==> config.mk <==
export PLATFORM = sky130hd
export DESIGN_NAME = pe_mac_bank_flat
export DESIGN_NICKNAME = d
export VERILOG_FILES = /design/src/rtl/pe_pkg.sv /design/src/rtl/pe_mac_bank_if.sv /design/src/rtl/pe_round_sat.sv /design/src/rtl/pe_mac_bank.sv /design/src/flat_wrapper.sv
export SDC_FILE = /design/constraint.sdc
export NUM_CORES = 1
export LEC_CHECK = 0
export ABC_AREA = 0
export BUFFER_PORTS_ARGS = -buffer_cell sky130_fd_sc_hd__clkbuf_2
export CORE_MARGIN = 4
export CORE_UTILIZATION = 30
export DETAILED_ROUTE_END_ITERATION = 10
export PLACE_DENSITY = 0.52
export SYNTH_ARGS = -nofsm -noshare
export SYNTH_HDL_FRONTEND = slang
export SYNTH_HIERARCHICAL = 1
export SYNTH_SLANG_ARGS = --single-unit
==> constraint.sdc <==
create_clock -name clk -period 4.3 [get_ports clk]
set_input_delay 0.215 -clock clk [delete_from_list [all_inputs] [get_ports clk]]
set_output_delay 0.215 -clock clk [all_outputs]
set_load 0.01 [all_outputs]
==> src/rtl/pe_pkg.sv <==
// pe_pkg: shared widths, rounding constant and default pipeline payload for the MAC bank PE.
package pe_pkg;
  localparam int DEF_INT_BITS = 7;
  localparam int DEF_FRAC_BITS = 9;
  localparam int DEF_NUM_ACC = 8;
  localparam int DEF_ACC_GUARD = 4;
  localparam bit DEF_SAT_EN = 1'b1;
  function automatic int calc_w(int ib, int fb);
    return ib + fb;
  endfunction
  function automatic int calc_aw(int ib, int fb, int g);
    return 2 * (ib + fb) + g;
  endfunction
  function automatic int calc_iw(int n);
    return $clog2(n);
  endfunction
  function automatic longint round_half(int fb);
    return longint'(1) << (fb - 1);
  endfunction
  localparam int W = calc_w(DEF_INT_BITS, DEF_FRAC_BITS);
  localparam int AW = calc_aw(DEF_INT_BITS, DEF_FRAC_BITS, DEF_ACC_GUARD);
  localparam int IW = calc_iw(DEF_NUM_ACC);
  localparam longint ROUND_HALF = round_half(DEF_FRAC_BITS);
  typedef struct packed {
    logic signed [2*W-1:0] prod;
    logic [IW-1:0] idx;
    logic last;
    logic valid;
  } pe_pipe_t;
endpackage

==> src/rtl/pe_mac_bank_if.sv <==
// pe_mac_bank_if: operand and result handshakes of the MAC bank PE, plus the bank-clear strobe.
interface pe_mac_bank_if #(parameter int W = 16, parameter int IW = 3);
  logic in_valid;
  logic in_ready;
  logic signed [W-1:0] in_a;
  logic signed [W-1:0] in_b;
  logic [IW-1:0] in_idx;
  logic in_last;
  logic clr_all;
  logic out_valid;
  logic out_ready;
  logic [W-1:0] out_data;
  logic [IW-1:0] out_idx;
  logic out_sat;
  modport slave (
    input in_valid, in_a, in_b, in_idx, in_last, clr_all, out_ready,
    output in_ready, out_valid, out_data, out_idx, out_sat
  );
  modport master (
    output in_valid, in_a, in_b, in_idx, in_last, clr_all, out_ready,
    input in_ready, out_valid, out_data, out_idx, out_sat
  );
endinterface

==> src/rtl/pe_round_sat.sv <==
// pe_round_sat: round-half-up an accumulator sum to the W-bit result format, saturating or wrapping.
module pe_round_sat
  import pe_pkg::*;
#(
  parameter int INT_BITS = DEF_INT_BITS,
  parameter int FRAC_BITS = DEF_FRAC_BITS,
  parameter int ACC_GUARD = DEF_ACC_GUARD,
  parameter bit SAT_EN = DEF_SAT_EN
) (
  input  logic signed [calc_aw(INT_BITS, FRAC_BITS, ACC_GUARD)-1:0] i_sum,
  output logic [calc_w(INT_BITS, FRAC_BITS)-1:0] o_data,
  output logic o_sat
);
  localparam int RW = calc_w(INT_BITS, FRAC_BITS);
  localparam int RAW = calc_aw(INT_BITS, FRAC_BITS, ACC_GUARD);
  localparam logic signed [RAW:0] HALF = (RAW+1)'(round_half(FRAC_BITS));
  logic signed [RAW:0] w_biased;
  logic signed [RAW:0] w_shift;
  logic w_fit;
  // one extra bit so the rounding bias cannot wrap the sum
  assign w_biased = $signed({i_sum[RAW-1], i_sum}) + HALF;
  assign w_shift = w_biased >>> FRAC_BITS;
  assign w_fit = (&w_shift[RAW:RW-1]) | ~(|w_shift[RAW:RW-1]);
  assign o_sat = ~w_fit;
  assign o_data = (SAT_EN && !w_fit) ? (w_shift[RAW] ? {1'b1, {(RW-1){1'b0}}} : {1'b0, {(RW-1){1'b1}}})
                                     : w_shift[RW-1:0];
endmodule

==> src/rtl/pe_mac_bank.sv <==
// pe_mac_bank: pipelined signed fixed-point MAC into selectable accumulator banks,
// with rounding/saturation and valid/ready on both sides; the whole pipe holds on output stall.
module pe_mac_bank
  import pe_pkg::*;
#(
  parameter int INT_BITS = DEF_INT_BITS,
  parameter int FRAC_BITS = DEF_FRAC_BITS,
  parameter int NUM_ACC = DEF_NUM_ACC,
  parameter int ACC_GUARD = DEF_ACC_GUARD,
  parameter bit SAT_EN = DEF_SAT_EN
) (
  input logic clk,
  input logic rst_n,
  pe_mac_bank_if.slave bus
);
  localparam int PW = calc_w(INT_BITS, FRAC_BITS);
  localparam int PAW = calc_aw(INT_BITS, FRAC_BITS, ACC_GUARD);
  localparam int PIW = calc_iw(NUM_ACC);
  typedef struct packed {
    logic signed [2*PW-1:0] prod;
    logic [PIW-1:0] idx;
    logic last;
    logic valid;
  } pipe_t;
  pipe_t r_s1;
  logic signed [PAW-1:0] r_acc [NUM_ACC];
  logic signed [PAW-1:0] r_rnd_sum;
  logic [PIW-1:0] r_rnd_idx;
  logic r_rnd_valid;
  logic r_out_valid;
  logic [PW-1:0] r_out_data;
  logic [PIW-1:0] r_out_idx;
  logic r_out_sat;
  logic w_stall;
  logic signed [2*PW-1:0] w_prod;
  logic signed [PAW-1:0] w_sum;
  logic [PW-1:0] w_rs_data;
  logic w_rs_sat;
  assign w_stall = r_out_valid && !bus.out_ready;
  assign w_prod = bus.in_a * bus.in_b;
  assign w_sum = r_acc[r_s1.idx] + {{ACC_GUARD{r_s1.prod[2*PW-1]}}, r_s1.prod};
  always_ff @(posedge clk or negedge rst_n) begin
    if (!rst_n) r_s1 <= '0;
    else if (bus.clr_all) r_s1.valid <= 1'b0;
    else if (!w_stall) r_s1 <= '{prod: w_prod, idx: bus.in_idx, last: bus.in_last, valid: bus.in_valid};
  end
  // read-modify-write of the bank happens in one cycle, so same-bank beats need no forwarding
  always_ff @(posedge clk or negedge rst_n) begin
    if (!rst_n) for (int i = 0; i < NUM_ACC; i++) r_acc[i] <= '0;
    else if (bus.clr_all) for (int i = 0; i < NUM_ACC; i++) r_acc[i] <= '0;
    else if (!w_stall && r_s1.valid) r_acc[r_s1.idx] <= r_s1.last ? '0 : w_sum;
  end
  always_ff @(posedge clk or negedge rst_n) begin
    if (!rst_n) begin
      r_rnd_valid <= 1'b0;
      r_rnd_sum <= '0;
      r_rnd_idx <= '0;
    end else if (!w_stall) begin
      r_rnd_valid <= r_s1.valid && r_s1.last && !bus.clr_all;
      if (r_s1.valid && r_s1.last) begin
        r_rnd_sum <= w_sum;
        r_rnd_idx <= r_s1.idx;
      end
    end
  end
  pe_round_sat #(
    .INT_BITS(INT_BITS), .FRAC_BITS(FRAC_BITS), .ACC_GUARD(ACC_GUARD), .SAT_EN(SAT_EN)
  ) u_round (
    .i_sum(r_rnd_sum), .o_data(w_rs_data), .o_sat(w_rs_sat)
  );
  always_ff @(posedge clk or negedge rst_n) begin
    if (!rst_n) begin
      r_out_valid <= 1'b0;
      r_out_data <= '0;
      r_out_idx <= '0;
      r_out_sat <= 1'b0;
    end else if (!w_stall) begin
      r_out_valid <= r_rnd_valid;
      if (r_rnd_valid) begin
        r_out_data <= w_rs_data;
        r_out_idx <= r_rnd_idx;
        r_out_sat <= w_rs_sat;
      end
    end
  end
  assign bus.in_ready = !w_stall;
  assign bus.out_valid = r_out_valid;
  assign bus.out_data = r_out_data;
  assign bus.out_idx = r_out_idx;
  assign bus.out_sat = r_out_sat;
endmodule

==> src/flat_wrapper.sv <==
// flat-port wrapper written by rule: the top's interface ports become plain ports
module pe_mac_bank_flat import pe_pkg::*;
#(
  parameter int INT_BITS = DEF_INT_BITS,
  parameter int FRAC_BITS = DEF_FRAC_BITS,
  parameter int NUM_ACC = DEF_NUM_ACC,
  parameter int ACC_GUARD = DEF_ACC_GUARD,
  parameter bit SAT_EN = DEF_SAT_EN
)
  (clk, rst_n, bus_in_valid, bus_in_a, bus_in_b, bus_in_idx, bus_in_last, bus_clr_all, bus_out_ready, bus_in_ready, bus_out_valid, bus_out_data, bus_out_idx, bus_out_sat);
  pe_mac_bank_if #(.W(16), .IW(3)) bus_i ();
  input logic clk;
  input logic rst_n;
  input wire logic [$bits(bus_i.in_valid)-1:0] bus_in_valid;
  input wire logic [$bits(bus_i.in_a)-1:0] bus_in_a;
  input wire logic [$bits(bus_i.in_b)-1:0] bus_in_b;
  input wire logic [$bits(bus_i.in_idx)-1:0] bus_in_idx;
  input wire logic [$bits(bus_i.in_last)-1:0] bus_in_last;
  input wire logic [$bits(bus_i.clr_all)-1:0] bus_clr_all;
  input wire logic [$bits(bus_i.out_ready)-1:0] bus_out_ready;
  output wire logic [$bits(bus_i.in_ready)-1:0] bus_in_ready;
  output wire logic [$bits(bus_i.out_valid)-1:0] bus_out_valid;
  output wire logic [$bits(bus_i.out_data)-1:0] bus_out_data;
  output wire logic [$bits(bus_i.out_idx)-1:0] bus_out_idx;
  output wire logic [$bits(bus_i.out_sat)-1:0] bus_out_sat;
  assign bus_i.in_valid = bus_in_valid;
  assign bus_i.in_a = bus_in_a;
  assign bus_i.in_b = bus_in_b;
  assign bus_i.in_idx = bus_in_idx;
  assign bus_i.in_last = bus_in_last;
  assign bus_i.clr_all = bus_clr_all;
  assign bus_i.out_ready = bus_out_ready;
  assign bus_in_ready = bus_i.in_ready;
  assign bus_out_valid = bus_i.out_valid;
  assign bus_out_data = bus_i.out_data;
  assign bus_out_idx = bus_i.out_idx;
  assign bus_out_sat = bus_i.out_sat;
  pe_mac_bank #(.INT_BITS(INT_BITS), .FRAC_BITS(FRAC_BITS), .NUM_ACC(NUM_ACC), .ACC_GUARD(ACC_GUARD), .SAT_EN(SAT_EN)) u_core (.clk(clk), .rst_n(rst_n), .bus(bus_i));
endmodule
### Yosys cells after proc, flatten, opt, wreduce, memory -nomap -nowiden

Cells that the tools add are included.

| word-level totals | value |
|---|---|
| bits in registers | 386 |
| bits of input ports | 41 |
| output and inout port bits | 22 |

| operators by class | value |
|---|---|
| add/subtract/negate cells | 2 |
| multiply operators | 1 |
| order comparisons | 2 |
| equality and inequality tests | 1 |
| muxes and demuxes | 13 |
| bitwise operators | 6 |
| reductions and logical operators | 14 |

Operators by type and width:

| operator | number |
|---|---|
| 2-to-1 mux 288 bit | 2 |
| bitwise mux 288 bit | 1 |
| 2-to-1 mux 36 bit | 4 |
| binary-select mux 36 bit (select 3 bit) | 1 |
| demux 36 bit (select 3 bit) | 1 |
| adder 36 x 10 -> 37 bit (second input constant) | 1 |
| adder 36 bit | 1 |
| multiplier 16 x 16 -> 32 bit | 1 |
| 2-to-1 mux 16 bit | 2 |
| AND reduction 13 bit | 1 |
| OR reduction 13 bit | 1 |
| AND reduction 2 bit | 3 |
| logical AND 1 bit | 5 |
| greater-or-equal comparator 4 bit (second input constant) | 1 |
| < comparator 4 x 1 -> 1 bit (second input constant) | 1 |
| NOT 1 bit | 4 |
| NOT 3 -> 4 bit | 1 |
| logical NOT 1 bit | 3 |
| 2-to-1 mux 1 bit | 2 |
| != test 2 bit (second input constant) | 1 |
| nonzero test 2 bit | 1 |
| OR 1 bit | 1 |

### Depth between registers and ports, before layout

| logic depth | value |
|---|---|
| word-level depth | 9 |
| gate-level depth with buffers | 25 |
| gate-level depth less buffers | 24 |

### By module

The synthesis kept the hierarchy.

Modules (own cells, without submodules):

| module | times used | cells an instance | area an instance (um^2) |
|---|---|---|---|
| pe_mac_bank | 1 | 2541 | 26978.4 |
| pe_round_sat | 1 | 128 | 874.6 |

### Least setup slack after synthesis

OpenSTA, ideal clock, no wires.

| timing path | value |
|---|---|
| kind | input-to-reg |
| start point | in bus_in_a[15] |
| end point | reg u_core/r_s1[36] in the netlist's numbering |
| arrival time | 5.919 ns |
| data required time | 4.164 ns |
| path slack | -1.755 ns |
| cell stages on the path | 23 |
| buffers on the path | 1 |
| path through | clkbuf_1 nand2_1 fa_1 inv_1 fa_1 inv_1 fa_1 fa_1 inv_1 fa_1 inv_1 fa_1 inv_1 ha_1 a21o_1 a21oi_1 o21ai_0 a21o_1 nor3_1 o2111ai_1 a21oi_1 xnor2_1 o21ai_0 |

| on the way | value |
|---|---|
| cells in the longest elaborated chain, start to end | 1 |

RTL lines:

| what | line | source |
|---|---|---|
| start, declared | flat_wrapper.sv:15 | `input wire logic [$bits(bus_i.in_a)-1:0] bus_in_a;` |
| multiplier 16 x 16 -> 32 bit | pe_mac_bank.sv:40 | `assign w_prod = bus.in_a * bus.in_b;` |
| end signal, assigned | pe_mac_bank.sv:45 | `else if (!w_stall) r_s1 <= '{prod: w_prod, idx: bus.in_idx, last: bus.in_last, valid: bus.in_valid};` |
| end, declared | pe_mac_bank.sv:25 | `pipe_t r_s1;` |

Every way passes these cells.
A chain may end at the register's enable or synchronous reset.

### Final worst setup path

| timing path | value |
|---|---|
| start point | in bus_in_a[13] |
| end point | reg u_core/r_s1[29] in the netlist's numbering |

Same word-level chain as after synthesis.

==> flow_metrics.py <==
metrics = {
    "global_routing": {
        "grt_pass1_wl_mm": 130,
        "grt_pass1_vias": 22200,
        "grt_usage_pct": 16.7,
        "antenna_found_initial": 3,
        "grt-ovfl-total": 0,
        "grt_max_degree": 127,
    },
    "setup_path": {
        "r2r_start": "u_core/r_s1[3]",
        "start_kind": "input port",
        "worstSetupEndpoint": "u_core/r_s1[29]",
        "crit_start": "bus_in_a[13]",
        "reg2reg_setup_slack_ps": 140,
        "r2r_cells": 17,
        "criticalPathCategory": "in -> reg",
        "required_ps": 4750,
        "timing.rr.end": "u_core/r_acc[143]",
        "end_kind": "register",
        "critical_path_peak_fanout": 8,
        "crit_arrival_ps": 5640,
    },
    "placement": {
        "place.gp.congestion": 0.824,
        "io_buffer_count": 62,
        "hpwlAfterDp_mm": 58.1,
        "dp_slack_ps": -1710,
        "place_inst": 4080,
        "place_area_mm2": 0.0320,
    },
    "die": {
        "core.rowCount": 110,
        "fp.dieW_um": 311,
        "initial_core_util_pct": 30.5,
        "pin_count": 63,
        "die_area_mm2": 0.0968,
        "core_mm2": 0.0906,
        "die_h_um": 311,
    },
    "job": {
        "drv_cap": 0,
    },
    "cts": {
        "cts_buffers": 41,
        "cts_buffer_depth": 3,
        "h-tree-depth": 2,
        "cts_root_buffer": "clkbuf_16",
        "cts_sinks": 378,
        "clkLatencyLatePin_ps": 570,
        "clk_pin_slew_ps": 60,
        "cts_tree": "built",
    },
    "min_path": {
        "hp-class": "in -> reg",
        "hp-start": "bus_out_ready",
    },
    "sta": {
        "worst_slew_pin_slew_ps": 1020,
        "slew_viol_final": 0,
        "fin_crit_ps": 5190,
        "max_freq_ghz": 0.193,
        "period_share_pct": 121,
        "hold_violations": 0,
        "rsz0062_at_grt": "yes",
        "tns_ps": -12670,
        "final-setup-viol-count": 20,
        "fin_skew_ps": 17.1,
        "finalWorstSetupSlack_ps": -888,
        "max-slew-margin-rel_pct": 31.7,
    },
    "pwr": {
        "leakagePower_nw": 16.5,
        "finalPower_mw": 33.1,
        "ir_drop_mv": 1.18,
        "power_density_mw_per_mm2": 956,
    },
    "logic_synthesis": {
        "syn-num-nets": 3069,
        "synthCells": 2647,
        "syn_avg_cell_area_um2": 10.4,
        "synthesis.area_mm2": 0.0276,
        "yosysWarnings": 6,
    },
    "detailed_routing": {
        "drt_iter0_drc": 1425,
        "num_vias": 21200,
        "firstDrtPassIters": 5,
        "wire_per_inst_um": 19.4,
        "drc_errors": 0,
        "ant_nets": 0,
        "wl_mm": 81.6,
        "vias_per_cell": 5.05,
    },
    "status": {
        "violations": "negative setup slack",
        "status": "complete, but fails checks",
    },
    "finish": {
        "layout.nets": 3416,
        "final_cell_area_mm2": 0.0347,
        "final_cells": 4198,
        "drive_above_1_share_pct": 25.8,
        "syn2layout_area_growth_pct": 25.7,
    },
}
## critical path: stages
cell	delay (ps)
clkbuf_16	140
and2_4	140
fa_1	550
inv_2	40
fa_1	500
fa_2	580
inv_2	40
fa_2	540
fa_1	440
fa_1	560
ha_4	210
buf_6	110
a21o_1	170
a21oi_2	150
nand2_2	80
a221oi_4	390
buf_4	180
buf_6	100
o21bai_1	60
a21oi_1	180
xor2_1	160
o21ai_1	80
## sequential cells by signal, indices dropped and copies added, names as in the netlist
register / count
u_core/r_s1: 37
u_core/r_rnd_sum: 28
u_core/bus.out_data: 16
u_core/bus.out_valid: 1
u_core/bus.out_sat: 1
u_core/r_rnd_idx: 3
u_core/r_acc: 288
u_core/bus.out_idx: 3
u_core/r_rnd_valid: 1
## how the worst min path moves through the flow
stage / slack (ps) / end / cells past startpoint
floorplan: -80 / u_core/bus.out_data[0] / 0
global placement: 410 / u_core/bus.out_idx[1] / 1
detailed placement: 410 / u_core/bus.out_idx[1] / 1
CTS: 140 / u_core/bus.out_valid / 3
global route: 210 / u_core/bus.out_valid / 3
finish: 150 / u_core/bus.out_valid / 3
## layout make-up
| type | count | area, µm² |
|---|---|---|
| diodes | 1 | 2.50 |
| clock buffers | 55 | 1180 |
| clock inverters | 15 | 160 |
| fillers | 8957 | 55900 |
| inverters | 326 | 1220 |
| multi-input cells | 1783 | 17200 |
| flip-flops and latches | 378 | 9460 |
| well taps | 1176 | 1470 |
| repair buffers | 464 | 3990 |
## where the power goes
part           leakage, nW  switching, mW  internal [mW]
logic                 10.7           11.9           13.1
clock network        0.668           1.50           2.10
registers             5.12          0.391           4.07
total                 16.5           13.8           19.3
## timing repair
| action | in CTS | in global routing |
|---|---|---|
| resized for setup | 81 | 144 |
| pin swaps | 30 | 88 |
| buffers inserted | 16 | 27 |
| endpoints found under the setup margin | 105 | 137 |
| gates cloned | 1 | 1 |
| hold endpoints to repair | 125 | 0 |
| hold buffers | 6 | 0 |
## stage by stage
step	hold slack [ps]	util (%)
floorplan	-80.6	-
global placement	410	35.3
detailed placement	407	35.3
CTS	139	37.4
global route	214	38.3
finish	149	38.3
## layer usage
metal  track usage (%)  wire, µm
met5                 0         0
met4              4.00      1670
met3              2.62      4900
met2              26.4     36400
met1              24.0     38700
## placed cells by master, fill, tap and decap left out, types with 9 or more instances in the layout
cell type / n
a21o_1: 24
a21oi_1: 43
a21oi_2: 30
a21oi_4: 11
a22o_1: 281
a22oi_1: 147
and2_1: 109
and2_4: 20
buf_12: 26
buf_4: 344
buf_6: 34
clkbuf_16: 46
clkbuf_2: 40
clkbuf_8: 13
clkinv_2: 10
dfrtp_1: 375
fa_1: 249
fa_2: 14
ha_1: 99
ha_4: 14
inv_1: 308
inv_2: 17
mux2_2: 40
nand2_1: 229
nand2b_1: 14
nand3_1: 23
nand4_1: 51
nor2_1: 45
nor3_1: 9
o21ai_0: 47
o21ai_1: 16
o21bai_1: 11
xnor2_1: 39
xnor2_2: 12
xor2_1: 26
Power figures use the tool's default switching activity.
